**config.mk**
```make
export PLATFORM = sky130hd
export DESIGN_NAME = gpio_bus_arbiter
export DESIGN_NICKNAME = d
export VERILOG_FILES = /design/src/rtl/gpio_bus_arbiter.sv
export SDC_FILE = /design/constraint.sdc
export NUM_CORES = 1
export LEC_CHECK = 0
export BUFFER_PORTS_ARGS = -buffer_cell sky130_fd_sc_hd__buf_4
export CAP_MARGIN = 20
export CORE_MARGIN = 5
export CORE_UTILIZATION = 51
export CTS_CLUSTER_DIAMETER = 200
export DETAILED_ROUTE_END_ITERATION = 16
export PLACE_DENSITY = 0.95
export SETUP_SLACK_MARGIN = 0.05
export SLEW_MARGIN = 20
export SYNTH_ARGS = -nofsm -noshare
export SYNTH_HDL_FRONTEND = slang
export SYNTH_SLANG_ARGS = --single-unit
```
**constraint.sdc**
```tcl
create_clock -name HCLK -period 3.95 [get_ports HCLK]
set_input_delay 0.395 -clock HCLK [delete_from_list [all_inputs] [get_ports HCLK]]
set_output_delay 0.395 -clock HCLK [all_outputs]
set_load 0.005 [all_outputs]
```
**src/rtl/gpio_bus_arbiter.sv**
```systemverilog
// gpio_bus_arbiter: two-requester round-robin AHB-Lite front end for one AHBGPIO, with wait-state timeout.
// Define GPIO_ARB_LOCK_EN to add REQ_LOCK, which keeps priority on a requester across consecutive commands.
module gpio_bus_arbiter #(
    parameter logic [31:0] BASE_ADDR   = 32'h5300_0000,
    parameter int          DATA_W      = 16,
    parameter int          TIMEOUT_CYC = 16
) (
    input  logic              HCLK,
    input  logic              HRESETn,
    input  logic [1:0]        REQ,
    input  logic [1:0]        REQ_WR,
    input  logic [1:0]        REQ_DIR,
    input  logic [DATA_W-1:0] REQ_WDATA0,
    input  logic [DATA_W-1:0] REQ_WDATA1,
`ifdef GPIO_ARB_LOCK_EN
    input  logic [1:0]        REQ_LOCK,
`endif
    output logic [1:0]        ACK,
    output logic              ERR,
    output logic [DATA_W-1:0] RDATA,
    output logic [1:0]        PENDING,
    output logic              HSEL,
    output logic [31:0]       HADDR,
    output logic [1:0]        HTRANS,
    output logic              HWRITE,
    output logic [31:0]       HWDATA,
    output logic              HREADY,
    input  logic [31:0]       HRDATA,
    input  logic              HREADYOUT
);
    typedef enum logic [1:0] {IDLE, ADDR, DATA, RESP} state_t;
    state_t            state_q, state_d;
    logic [1:0]        pend_q, pend_d, wr_q, wr_d, dir_q, dir_d, lock_q, lock_d;
    logic [DATA_W-1:0] wd0_q, wd0_d, wd1_q, wd1_d, rdata_q, rdata_d;
    logic              ptr_q, ptr_d, grant_q, grant_d, err_q, err_d, hold_q, hold_d;
    logic [7:0]        cnt_q, cnt_d;
    logic [1:0]        take, done, lock_in;
    logic              timeout, unused_hrdata;

`ifdef GPIO_ARB_LOCK_EN
    assign lock_in = REQ_LOCK;
`else
    assign lock_in = 2'b00;
`endif
    assign unused_hrdata = ^HRDATA[31:DATA_W];

    // a slot is free again in its own RESP cycle, so a back-to-back REQ is not lost
    assign done    = (state_q == RESP) ? (2'b01 << grant_q) : 2'b00;
    assign take    = REQ & (~pend_q | done);
    assign timeout = !HREADYOUT && cnt_q == 8'(TIMEOUT_CYC - 1);

    always_comb begin
        pend_d  = take | (pend_q & ~done);
        wr_d    = (take & REQ_WR) | (~take & wr_q);
        dir_d   = (take & REQ_DIR) | (~take & dir_q);
        lock_d  = (take & lock_in) | (~take & lock_q);
        wd0_d   = take[0] ? REQ_WDATA0 : wd0_q;
        wd1_d   = take[1] ? REQ_WDATA1 : wd1_q;
        state_d = state_q;
        grant_d = grant_q;
        ptr_d   = ptr_q;
        hold_d  = hold_q;
        cnt_d   = cnt_q;
        err_d   = err_q;
        rdata_d = rdata_q;
        case (state_q)
            IDLE: if (|pend_q) begin
                grant_d = (hold_q && pend_q[grant_q]) ? grant_q : (&pend_q) ? ~ptr_q : pend_q[1];
                state_d = ADDR;
                cnt_d   = '0;
                err_d   = 1'b0;
                hold_d  = 1'b0;
            end
            ADDR: begin
                state_d = HREADYOUT ? DATA : timeout ? RESP : ADDR;
                cnt_d   = HREADYOUT ? '0 : cnt_q + 8'd1;
                err_d   = timeout;
            end
            DATA: begin
                state_d = HREADYOUT ? RESP : timeout ? RESP : DATA;
                cnt_d   = cnt_q + 8'd1;
                err_d   = timeout;
                rdata_d = (HREADYOUT && !wr_q[grant_q]) ? HRDATA[DATA_W-1:0] : rdata_q;
            end
            default: begin
                state_d = IDLE;
                ptr_d   = lock_q[grant_q] ? ptr_q : grant_q;
                hold_d  = lock_q[grant_q];
            end
        endcase
    end

    always_ff @(posedge HCLK or negedge HRESETn) begin
        if (!HRESETn) begin
            state_q <= IDLE;
            pend_q  <= '0;
            wr_q    <= '0;
            dir_q   <= '0;
            lock_q  <= '0;
            wd0_q   <= '0;
            wd1_q   <= '0;
            rdata_q <= '0;
            ptr_q   <= 1'b1;
            grant_q <= 1'b0;
            err_q   <= 1'b0;
            hold_q  <= 1'b0;
            cnt_q   <= '0;
        end else begin
            state_q <= state_d;
            pend_q  <= pend_d;
            wr_q    <= wr_d;
            dir_q   <= dir_d;
            lock_q  <= lock_d;
            wd0_q   <= wd0_d;
            wd1_q   <= wd1_d;
            rdata_q <= rdata_d;
            ptr_q   <= ptr_d;
            grant_q <= grant_d;
            err_q   <= err_d;
            hold_q  <= hold_d;
            cnt_q   <= cnt_d;
        end
    end

    assign ACK     = done;
    assign ERR     = (state_q == RESP) && err_q;
    assign RDATA   = rdata_q;
    assign PENDING = pend_q;
    assign HSEL    = state_q == ADDR;
    assign HTRANS  = (state_q == ADDR) ? 2'b10 : 2'b00;
    assign HWRITE  = (state_q == ADDR) && wr_q[grant_q];
    assign HADDR   = (state_q == ADDR) ? BASE_ADDR + {29'd0, dir_q[grant_q], 2'b00} : 32'd0;
    assign HWDATA  = (state_q == DATA) ? {{(32-DATA_W){1'b0}}, grant_q ? wd1_q : wd0_q} : 32'd0;
    assign HREADY  = HREADYOUT;
endmodule

```
=== Yosys cells after proc, flatten, opt, wreduce, memory -nomap -nowiden ===
Index checks and enable logic that the tools add are counted.

* Output and inout bits: 90
* Memories: 0
* Latch bits: 0
* Logic and storage cells: 87
* RAM bits: 0
* Flip-flop bits (word level): 70
* Bits of input ports: 73
* ROM bits: 0

* Equal/unequal tests: 5
* Add/sub/neg operators: 2
* Bitwise gates (word level): 19
* Mux-type cells: 26
* Shift-type cells: 1
* Div/mod/pow operators: 0
* Reductions and logical operators: 20
* Multipliers: 0
* Magnitude comparators: 1

{| class="wikitable"
|+ Operators with widths
! cell !! count
|-
| $add 31x3->32 const A || 1
|-
| $mux 16 || 2
|-
| $mux 32 || 1
|-
| $pmux 8 s3 || 1
|-
| $mux 8 || 2
|-
| $and 2x2->2 || 7
|-
| $mux 1 || 12
|-
| $reduce_and 2->1 || 6
|-
| $mux 2 || 5
|-
| $add 8x1->8 const B || 1
|-
| $eq 8x4->1 const B || 1
|-
| $or 2x2->2 || 4
|-
| $not 2->2 || 3
|-
| $pmux 2 s3 || 1
|-
| $logic_and 1x1->1 || 5
|-
| $not 1->1 || 5
|-
| $eq 2x2->1 const B || 2
|-
| $pmux 1 s2 || 2
|-
| $reduce_or 2->1 || 2
|-
| $reduce_and 3->1 || 1
|-
| $reduce_bool 3->1 || 1
|-
| $reduce_or 3->1 || 1
|-
| $eq 2x1->1 const B || 1
|-
| $logic_not 1->1 || 2
|-
| 5 further kinds || 5
|}

=== Longest topological paths before layout ===
Gate-level depths: netlist of run 1.

* Depth in word-level cells: 7
* Depth in mapped cells: 7
* Depth with buffers taken out: 6

=== Worst setup path before layout of run 1 ===
Ideal clock, no wire load.

* Kind: flip-flop to flip-flop
* Start point: register state_q[1]
* End point: register with a tool-made name
* Required time: 3.825 ns
* Cell stages (with the launch flop): 8
* Setup slack: 2.223 ns
* Library setup time: 0.125 ns
* Period minus slack after synthesis: 1.727 ns
* Arrival time: 1.601 ns
* Cell sequence: dfrtp_1 > ha_1 > nor2b_2 > nand2b_4 > and2_4 > buf_6 > buf_8 > mux2_4

{| class="wikitable"
|+ RTL lines
! element !! RTL line !! source
|-
| start: declaration || 32 || <nowiki>state_t state_q, state_d;</nowiki>
|-
| start signal: assignment || 109 || <nowiki>state_q <= state_d;</nowiki>
|}

=== Final worst setup path of run 1 ===
* Start point: register state_q[0]
* End point: register rdata_q[0], in the netlist RDATA[0]

* Longest elaborated chain between the ends: 2

{| class="wikitable"
|+ Ends and longest elaborated chain
! element !! RTL line !! source
|-
| $eq 2x2->1 || 66 || <nowiki>case (state_q)</nowiki>
|-
| $reduce_and 2->1 (no line) || - ||
|-
| end signal: assignment || 116 || <nowiki>rdata_q <= rdata_d;</nowiki>
|-
| end: declaration || 34 || <nowiki>logic [DATA_W-1:0] wd0_q, wd0_d, wd1_q, wd1_d, rdata_q, rdata_d;</nowiki>
|}

No other way between the ends.
A chain may end at the register's enable or synchronous reset.

==> results of run 1 <==
[stage by stage]
stage          setup slack [ns]  instance area (um^2)  instances
3_5_place_dp              1.318                  4298        485
6_report                  1.374                  4517        501
2_1_floorplan             2.223                  3855        343
4_1_cts                   1.311                  4517        501
3_3_place_gp              1.353                  4298        485
5_1_grt                   1.198                  4517        501
[power by group through the flow]
stage	Combinational, mW	Clock, mW	Sequential, mW
after floorplan	0.896	0	1.17
after global placement	1.22	0	1.19
after detailed placement	1.28	0	1.21
after CTS	1.28	0.628	1.20
after global routing	1.38	0.667	1.24
final	1.26	0.622	1.19
[layer usage]
metal	GRT usage, %	up-vias
met5	0	-
met4	5.529	0
met3	7.735	10
met2	30.73	118
met1	20.04	1181
li1	-	1128
[flip-flops by register name, summed over array words and instances, names as in the netlist, named ones only]
signal and flops:
hold_q 1, ptr_q 1, cnt_q 8, state_q 2, lock_q 2, grant_q 1
wd1_q 16, RDATA 16, wd0_q 16, PENDING 2, err_q 1
[worst max-delay path: cells and delay by family (launching register included)]
kind	cells	cell delay, ns
mux	1	0.42
flops	1	0.42
simple gates	1	0.86
buf+inv	1	0.14
fa+ha+maj	1	0.63
[cell type report]
cell class	count	area, um^2
Timing Repair Buffer	103	773.2
Sequential cell	70	1753
Inverter	5	18.77
Clock buffer	12	165.2
Fill cell	555	2620
Clock inverter	4	53.80
Tap cell	99	123.9
Multi-Input combinational cell	208	1629
[cells in the mapped netlist (5+ instances only)]
| library cell | number |
|---|---|
| a22o_1 | 8 |
| ha_1 | 6 |
| mux2_4 | 19 |
| a21oi_1 | 5 |
| inv_1 | 5 |
| dfrtp_1 | 69 |
| nand2_1 | 6 |
| nor2b_1 | 22 |
| mux2i_1 | 19 |
| buf_4 | 51 |
| mux2_2 | 34 |
| nor2_1 | 7 |
| o21ai_0 | 9 |
[worst paths after layout]
kind,start,to,cells after the start
min reg2reg,err_q$_DFFE_PN0P_,err_q$_DFFE_PN0P_,2
max,state_q[0]$_DFFE_PN0N_,RDATA[0]$_DFFE_PN0P_,4
max in group asynchronous,HRESETn,wd0_q[11]$_DFFE_PN0P_,1
min in group HCLK,REQ[1],lock_q[1]$_DFF_PN0_,2
max reg2reg,state_q[0]$_DFFE_PN0N_,RDATA[0]$_DFFE_PN0P_,4
min,HRESETn,wd1_q[15]$_DFFE_PN0P_,1
[logic make-up after synthesis]
kind of cell	share of synthesized area [%]
muxes	23.24
DFF	47.46
buffers and inverters	12.80
and+or+nand+nor	9.215
AOI/OAI and AO/OA	5.149
adders and majority gates	2.032
other	0.1015
==> impl_metrics.ini, run 1 <==
[run_status]
status = completed

[pwr]
peakVddDrop_mv = 0.4050
power_density_mw_per_mm2 = 681.6
switching_share_pct = 31.32
p_seq_share_pct = 38.8
p_leak_nw = 2.282
p_total_mw = 3.079
p_comb_share_pct = 41.0
netSwitchingPower_uw = 964.2
clkPwrFrac_pct = 20.2
p_int_mw = 2.114

[setup_path]
cp.arrival_ns = 2.81
critPathMaxStageDelay_ns = 0.86
worst_setup_path_start_kind = register
end_kind = register
worstPathCellList = inv_1 > ha_1 > and3_1 > mux2_2
path_max_fanout = 21
crit_type = reg -> reg
r2r_slack_ns = 1.37
crit_slowest_cell = and3_1
worstPathRequired_ns = 4.18

[die]
start_util_pct = 51.75
ios = 163
placementRows = 31
die_h_um = 95.10
core_area_mm2 = 0.007137
fp.dieW_um = 95.10
die_area_mm2 = 0.009044

[grt]
grt_max_degree = 71
grt_usage_pct = 17.91
antenna_found_initial = 0
grt_pass1_vias = 2533
grt.overflow.total = 0
grt_pass1_wl_um = 12440

[layout]
layout-drive-gt1-share_pct = 44.53
nNetsFinal = 476
final_cell_mix = 103 x buf_4, 69 x dfrtp_1, 44 x conb_1, 34 x mux2_2, 22 x nor2b_1
fin_util_pct = 63.29
area_growth_pct = 22.29
antenna_cells = 0
final_common_cell = buf_4

[detailed_routing]
routed-wl-met2_um = 3991
ant_nets = 0
wl_met3_um = 847
drc_errors = 0
avgRoutedWirePerCell_um = 15.70
vias = 2437
wl_met1_um = 2930
firstDrtPassIters = 4
vias_per_cell = 4.864
drt_wl_total_um = 7864
highest_layer = met4
drt-initial-drc-count = 120

[sta]
rsz0062_at_grt = false
holdWs_ns = 0.1672
slew_headroom_pct = 40.76
finalSetupTns_ns = 0
hold_violations = 0
skew_ns = 0.008950
setup_viol = 0
tightest_slew_ns = 0.8885
period_minus_slack_ns = 2.576
max_clock_freq_ghz = 0.3883
drv_slew = 0
min_period_over_period_pct = 65.20

[yosys]
synth_warnings = 0
yosysTopAreaCell = dfrtp_1
ys_seq_area_share_pct = 47.46
ys.flop_type = dfrtp_1
synth-edff-count = 0
syn_area_per_cell_um2 = 12.31
synthTopCellsByArea = dfrtp_1 47%, buf_4 10%, mux2_2 10%, mux2_4 7.7%, mux2i_1 5.1%
synth.distinct_cells = 41
syn-cell-area_mm2 = 0.003694
synthArstFlopShare_pct = 100.0
yosys.area.top_type_share_pct = 46.75
synthCells = 300
yosys_register_bits = 70

[clocking]
h-tree-depth = 3
numCtsBuffers = 9
postCtsSetupRepairBufs = 0
clock-sinks = 70
clk_pin_slew_ns = 0.08
clk_path_buf_depth = 2
cts_root_buf = clkbuf_8
postCtsHoldBufs = 0
cts_tree = built
cts-resized-gates = 0
clk_latency_ns = 0.35

[place]
dp_hpwl_um = 5739
port_buffers = 102
gp_congestion = 0.7997

[worst_hold_path]
hold_class = in -> async

[run]
drv_cap = 0
Power figures use the tool's default switching activity.
==> run 2, diff against run 1 <==
--- a/config.mk
+++ b/config.mk
@@ -8,10 +8,10 @@
 export BUFFER_PORTS_ARGS = -buffer_cell sky130_fd_sc_hd__buf_4
 export CAP_MARGIN = 20
 export CORE_MARGIN = 5
-export CORE_UTILIZATION = 51
+export CORE_UTILIZATION = 43
 export CTS_CLUSTER_DIAMETER = 200
 export DETAILED_ROUTE_END_ITERATION = 16
-export PLACE_DENSITY = 0.95
+export PLACE_DENSITY = 0.87
 export SETUP_SLACK_MARGIN = 0.05
 export SLEW_MARGIN = 20
 export SYNTH_ARGS = -nofsm -noshare
==> constraint.sdc (replaced) <==
create_clock -name HCLK -period 2.1 [get_ports HCLK]
set_input_delay 0.21 -clock HCLK [delete_from_list [all_inputs] [get_ports HCLK]]
set_output_delay 0.21 -clock HCLK [all_outputs]
set_load 0.005 [all_outputs]
==> run 2 against run 1 <==
Compared with the run above:
- the flow now finishes with violations (negative hold slack)
- sequential power up 92%
- setup slack worse by 1.2 ns
- register-to-register slack worse by 1.2 ns
- critical path type unchanged
- critical endpoint is now cnt_q[0]$_DFFE_PN0P_
==> impl_metrics.ini, run 2 (same netlist as run 1, synthesis figures left out) <==
[worst_hold_path]
hold_class = in -> async

[pwr]
p_seq_share_pct = 40.2
p_leak_nw = 2.288
p_int_mw = 3.853
netSwitchingPower_mw = 1.804
clkPwrFrac_pct = 17.5
power_density_mw_per_mm2 = 1250
p_comb_share_pct = 42.3
p_total_mw = 5.657
peakVddDrop_mv = 0.6624
switching_share_pct = 31.89

[sta]
tightest_slew_ns = 0.8692
setup_viol = 0
drv_slew = 0
max_clock_freq_ghz = 0.5226
min_period_over_period_pct = 91.11
rsz0062_at_grt = false
holdWs_ns = -0.007701
finalSetupTns_ns = 0
period_minus_slack_ns = 1.913
hold_violations = 9
slew_headroom_pct = 42.05
setup_slack_ns = 0.1866
skew_ns = 0.008325

[place]
dp_hpwl_um = 5837
place_ws_ns = 0.2104
port_buffers = 102
gp_congestion = 0.8100

[setup_path]
cp.arrival_ns = 2.14
critical-path-top-delay-family = simple AND/OR/NAND/NOR gates
worst_setup_path_start_kind = register
critPathMaxStageDelay_ns = 0.43
crit_type = reg -> reg
path_max_fanout = 8
crit_slowest_cell = dfrtp_1
worstPathRequired_ns = 2.33
r2r_slack_ns = 0.19
worstPathCellList = inv_1 > ha_1 > or3b_1 > nand2b_2 > nor2_2 > mux2_2
end_kind = register
critPathBufInv = 1

[detailed_routing]
drt-initial-drc-count = 80
firstDrtPassIters = 4
ant_nets = 0
avgRoutedWirePerCell_um = 15.55
drt_wl_total_um = 7947
highest_layer = met4
routed-wl-met2_um = 3920
drc_errors = 0
vias_per_cell = 4.791
wl_met1_um = 3053
vias = 2448
wl_met3_um = 862

[grt]
grt.overflow.total = 0
grt_usage_pct = 15.22
grt_pass1_wl_um = 12330
grt_max_degree = 71
antenna_found_initial = 0
grt_pass1_vias = 2521

[clocking]
numCtsBuffers = 9
clk_latency_ns = 0.34
clock-sinks = 70
clk_pin_slew_ns = 0.08
cts_tree = built
cts_root_buf = clkbuf_8
clk_path_buf_depth = 2
h-tree-depth = 3

[layout]
regArea_mm2 = 0.001753
antenna_cells = 0
area_growth_pct = 22.56
multi_input_area_mm2 = 0.001632
layout-drive-gt1-share_pct = 45.32
final_cell_mix = 106 x buf_4, 69 x dfrtp_1, 44 x conb_1, 34 x mux2_2, 22 x nor2b_1
final_common_cell = buf_4
n_fill_cell = 706
nNetsFinal = 480

[run_status]
violations = negative hold slack
status = finished with violations

[die]
start_util_pct = 44.50
die_h_um = 102.7
placementRows = 33
core_area_mm2 = 0.008299
fp.dieW_um = 102.7
die_area_mm2 = 0.01054
ios = 163

[run]
drv_cap = 0
## run 2: changes by cell type in the layout (fill, tap and decap cells not counted), sizes merged
cell    delta
clkbuf     -1
bufinv     -1
buf        +4
clkinv     +2
## run 2: metal layers
metal | global-route usage, % | vias up
li1 | - | 1140
met1 | 17.62 | 1186
met2 | 26.02 | 111
met3 | 5.548 | 11
met4 | 5.247 | 0
met5 | 0 | -
## run 2: final cells by class
| class | count | share of cell area (%) |
|---|---|---|
| sequential | 70 | 38.72 |
| tap | 105 | 2.902 |
| timing repair buffer | 107 | 17.83 |
| inverter | 5 | 0.4146 |
| clock inverter | 5 | 0.7463 |
| multi-input combinational | 208 | 36.04 |
| clock buffer | 11 | 3.344 |
## run 2: final timing paths
| check | end | cells after the start | from |
|---|---|---|---|
| hold / removal | wd0_q[0]$_DFFE_PN0P_ | 1 | HRESETn |
| max in group asynchronous | cnt_q[5]$_DFFE_PN0P_ | 1 | HRESETn |
| setup / recovery | cnt_q[0]$_DFFE_PN0P_ | 6 | state_q[0]$_DFFE_PN0N_ |
| min in group HCLK | lock_q[1]$_DFF_PN0_ | 2 | REQ[1] |
| hold reg to reg | err_q$_DFFE_PN0P_ | 2 | err_q$_DFFE_PN0P_ |
| setup reg to reg | cnt_q[0]$_DFFE_PN0P_ | 6 | state_q[0]$_DFFE_PN0N_ |
## run 2: power by group through the flow
stage | registers (mW) | clock network (mW) | logic (mW)
2_1_floorplan | 2.20 | 0 | 1.69
6_report | 2.28 | 0.991 | 2.39
3_3_place_gp | 2.24 | 0 | 2.34
5_1_grt | 2.35 | 1.10 | 2.63
3_5_place_dp | 2.29 | 0 | 2.42
4_1_cts | 2.28 | 1.03 | 2.43
## run 2: repair_timing
action,4_1_cts,5_1_grt
endpoints found under the hold margin,0,0
hold buffers,0,0
setup endpoints to repair,2,1
resized for setup,1,1
setup buffers,0,0
cloned,0,0
## run 2: stage by stage
| stage | util (%) | hold WS (ns) | cell area [um^2] | instances |
|---|---|---|---|---|
| after floorplan | - | -0.08559 | 3855 | 343 |
| after global placement | 52.24 | 0.3779 | 4335 | 495 |
| after detailed placement | 52.24 | 0.3884 | 4335 | 495 |
| after CTS | 54.50 | 0.01541 | 4523 | 511 |
| after global routing | 54.55 | 0.03825 | 4527 | 511 |
| final | 54.55 | -0.007701 | 4527 | 511 |
==> run 3, diff against run 2 <==
--- a/config.mk
+++ b/config.mk
@@ -8,10 +8,10 @@
 export BUFFER_PORTS_ARGS = -buffer_cell sky130_fd_sc_hd__buf_4
 export CAP_MARGIN = 20
 export CORE_MARGIN = 5
-export CORE_UTILIZATION = 43
+export CORE_UTILIZATION = 48
 export CTS_CLUSTER_DIAMETER = 200
 export DETAILED_ROUTE_END_ITERATION = 16
-export PLACE_DENSITY = 0.87
+export PLACE_DENSITY = 0.91
 export SETUP_SLACK_MARGIN = 0.05
 export SLEW_MARGIN = 20
 export SYNTH_ARGS = -nofsm -noshare
==> constraint.sdc (replaced) <==
create_clock -name HCLK -period 1.89 [get_ports HCLK]
set_input_delay 0.189 -clock HCLK [delete_from_list [all_inputs] [get_ports HCLK]]
set_output_delay 0.189 -clock HCLK [all_outputs]
set_load 0.005 [all_outputs]
==> run 3 against run 2 <==
Compared with the run above:
- hold slack improved by 0.045 ns
- setup slack got worse by 0.073 ns
- count of clock-buffer cells in the layout unchanged
- the run now ends clean
- clock skew increased by 0.00093 ns
- non-clock buffer count increased by 7
- highest routed layer unchanged
- power increased by 15%
- routed wire length decreased by 1.7%
==> impl_metrics.ini, run 3 (same netlist as run 1, synthesis figures left out) <==
[detailed_routing]
drt-initial-drc-count = 50
ant_nets = 0
drc_errors = 0
avgRoutedWirePerCell_um = 15.20
vias = 2486
vias_per_cell = 4.837
drt_wl_total_um = 7815
firstDrtPassIters = 4

[setup_path]
crit_type = reg -> reg
worstPathRequired_ns = 2.11
path_depth = 6
path_max_fanout = 8
crit_slowest_cell = dfrtp_1
critical-path-top-delay-family = simple AND/OR/NAND/NOR gates
r2r_cells = 6
worstPathCellList = inv_2 > ha_2 > or3b_4 > nand2b_4 > nor2_2 > mux2_2
end_kind = register
r2r_end = cnt_q[0]$_DFFE_PN0P_
timing.rr.start = state_q[0]$_DFFE_PN0N_
crit_path_end = cnt_q[0]$_DFFE_PN0P_
critPathBufInv = 1
startpoint = state_q[0]$_DFFE_PN0N_
worst_setup_path_start_kind = register
cp.arrival_ns = 2.00
r2r_slack_ns = 0.11
critPathMaxStageDelay_ns = 0.44

[layout]
final_cell_mix = 108 x buf_4, 67 x dfrtp_1, 44 x conb_1, 34 x mux2_2, 22 x nor2b_1
nNetsFinal = 487
fin_util_pct = 61.38
area_growth_pct = 26.42
final_common_cell = buf_4
layout-drive-gt1-share_pct = 47.57
antenna_cells = 0

[pwr]
netSwitchingPower_mw = 2.015
p_total_mw = 6.494
p_seq_share_pct = 39.1
p_leak_nw = 2.343
p_int_mw = 4.478
switching_share_pct = 31.04
power_density_mw_per_mm2 = 1391
clkPwrFrac_pct = 18.1
p_comb_share_pct = 42.8
peakVddDrop_mv = 0.7098

[grt]
grt_pass1_wl_um = 13310
grt_max_degree = 41
antenna_found_initial = 0
grt.overflow.total = 0
grt_pass1_vias = 2726
grt_usage_pct = 17.02

[clocking]
clk_path_buf_depth = 2
cts_root_buf = clkbuf_8
numCtsBuffers = 9
clk_pin_slew_ns = 0.07
clk_latency_ns = 0.33
h-tree-depth = 3
clock-sinks = 70
cts_tree = built

[die]
start_util_pct = 48.55
die_h_um = 97.72
fp.dieW_um = 97.72
ios = 163
placementRows = 32
core_area_mm2 = 0.007607
die_area_mm2 = 0.009549

[place]
place_ws_ns = 0.04245
gp_congestion = 0.7500
dp_hpwl_um = 5809
port_buffers = 102

[sta]
finalSetupTns_ns = 0
skew_ns = 0.009254
drv_slew = 0
setup_viol = 0
hold_violations = 0
min_period_over_period_pct = 94.00
rsz0062_at_grt = false
period_minus_slack_ns = 1.777
max_clock_freq_ghz = 0.5629
setup_slack_ns = 0.1133

[run_status]
status = completed

[worst_hold_path]
hold_class = in -> reg

[run]
drv_cap = 0
## run 3: changes by cell type in the layout (fill, tap and decap cells not counted), sizes merged
cell | previous run | this run
dlygate4sd3 | 0 | 1
bufinv | 0 | 1
clkinv | 3 | 2
clkinvlp | 2 | 1
buf | 107 | 113
## run 3: power by group through the flow
stage,logic (mW),registers [mW],clock network [mW]
global route,3.05,2.63,1.29
CTS,2.78,2.52,1.21
global placement,2.65,2.50,0
floorplan,1.87,2.44,0
finish,2.78,2.54,1.18
detailed placement,2.73,2.54,0
## run 3: cell type report
cell class | count | area [um^2]
multi-input cells | 208 | 1663
flip-flops and latches | 70 | 1755
well taps | 102 | 127.6
clock buffers | 11 | 141.4
clock inverters | 4 | 47.55
repair buffers | 114 | 915.9
fillers | 621 | 2938
inverters | 5 | 18.77
## run 3: worst min-delay path by stage
stage	from	to	depth (start not counted)
4_1_cts	REQ[1]	lock_q[1]$_DFF_PN0_	2
5_1_grt	REQ[1]	lock_q[1]$_DFF_PN0_	2
2_1_floorplan	HRESETn	PENDING[0]$_DFF_PN0_	0
3_5_place_dp	HRESETn	wd0_q[15]$_DFFE_PN0P_	1
3_3_place_gp	HRESETn	wd1_q[3]$_DFFE_PN0P_	1
6_report	REQ[1]	lock_q[1]$_DFF_PN0_	2
## run 3: metrics by stage
step | hold slack, ns | area [um^2] | instances
3_5_place_dp | 0.1489 | 4399 | 496
2_1_floorplan | -0.1066 | 3855 | 343
6_report | 0.03779 | 4669 | 514
5_1_grt | 0.01703 | 4669 | 514
4_1_cts | 0.02316 | 4636 | 514
3_3_place_gp | 0.1410 | 4399 | 496
## run 3: timing repair
item                       in CTS  in global routing
cloned                          0                  0
hold endpoints to repair       30                  0
setup endpoints to repair      24                 42
gates resized for setup         3                 10
setup buffers                   2                  0
hold buffers                    1                  0
pin swaps                       1                  0
## run 3: worst register-to-register path: cells and delay by family (launching register included)
family,cells,cell delay (ns)
multiplexers,1,0.27
buffers and inverters,1,0.14
adder cells (fa/ha/maj),1,0.21
flip-flops,1,0.44
AND/OR/NAND/NOR,3,0.61
## run 3: layer usage
metal,part of all wire [%],track usage [%],vias up,wire (um)
li1,-,-,1153,-
met1,38,19.04,1217,2987
met2,52,29.63,110,4031
met3,9.6,7.466,6,749
met4,0.60,4.579,0,47
met5,0,0,-,0
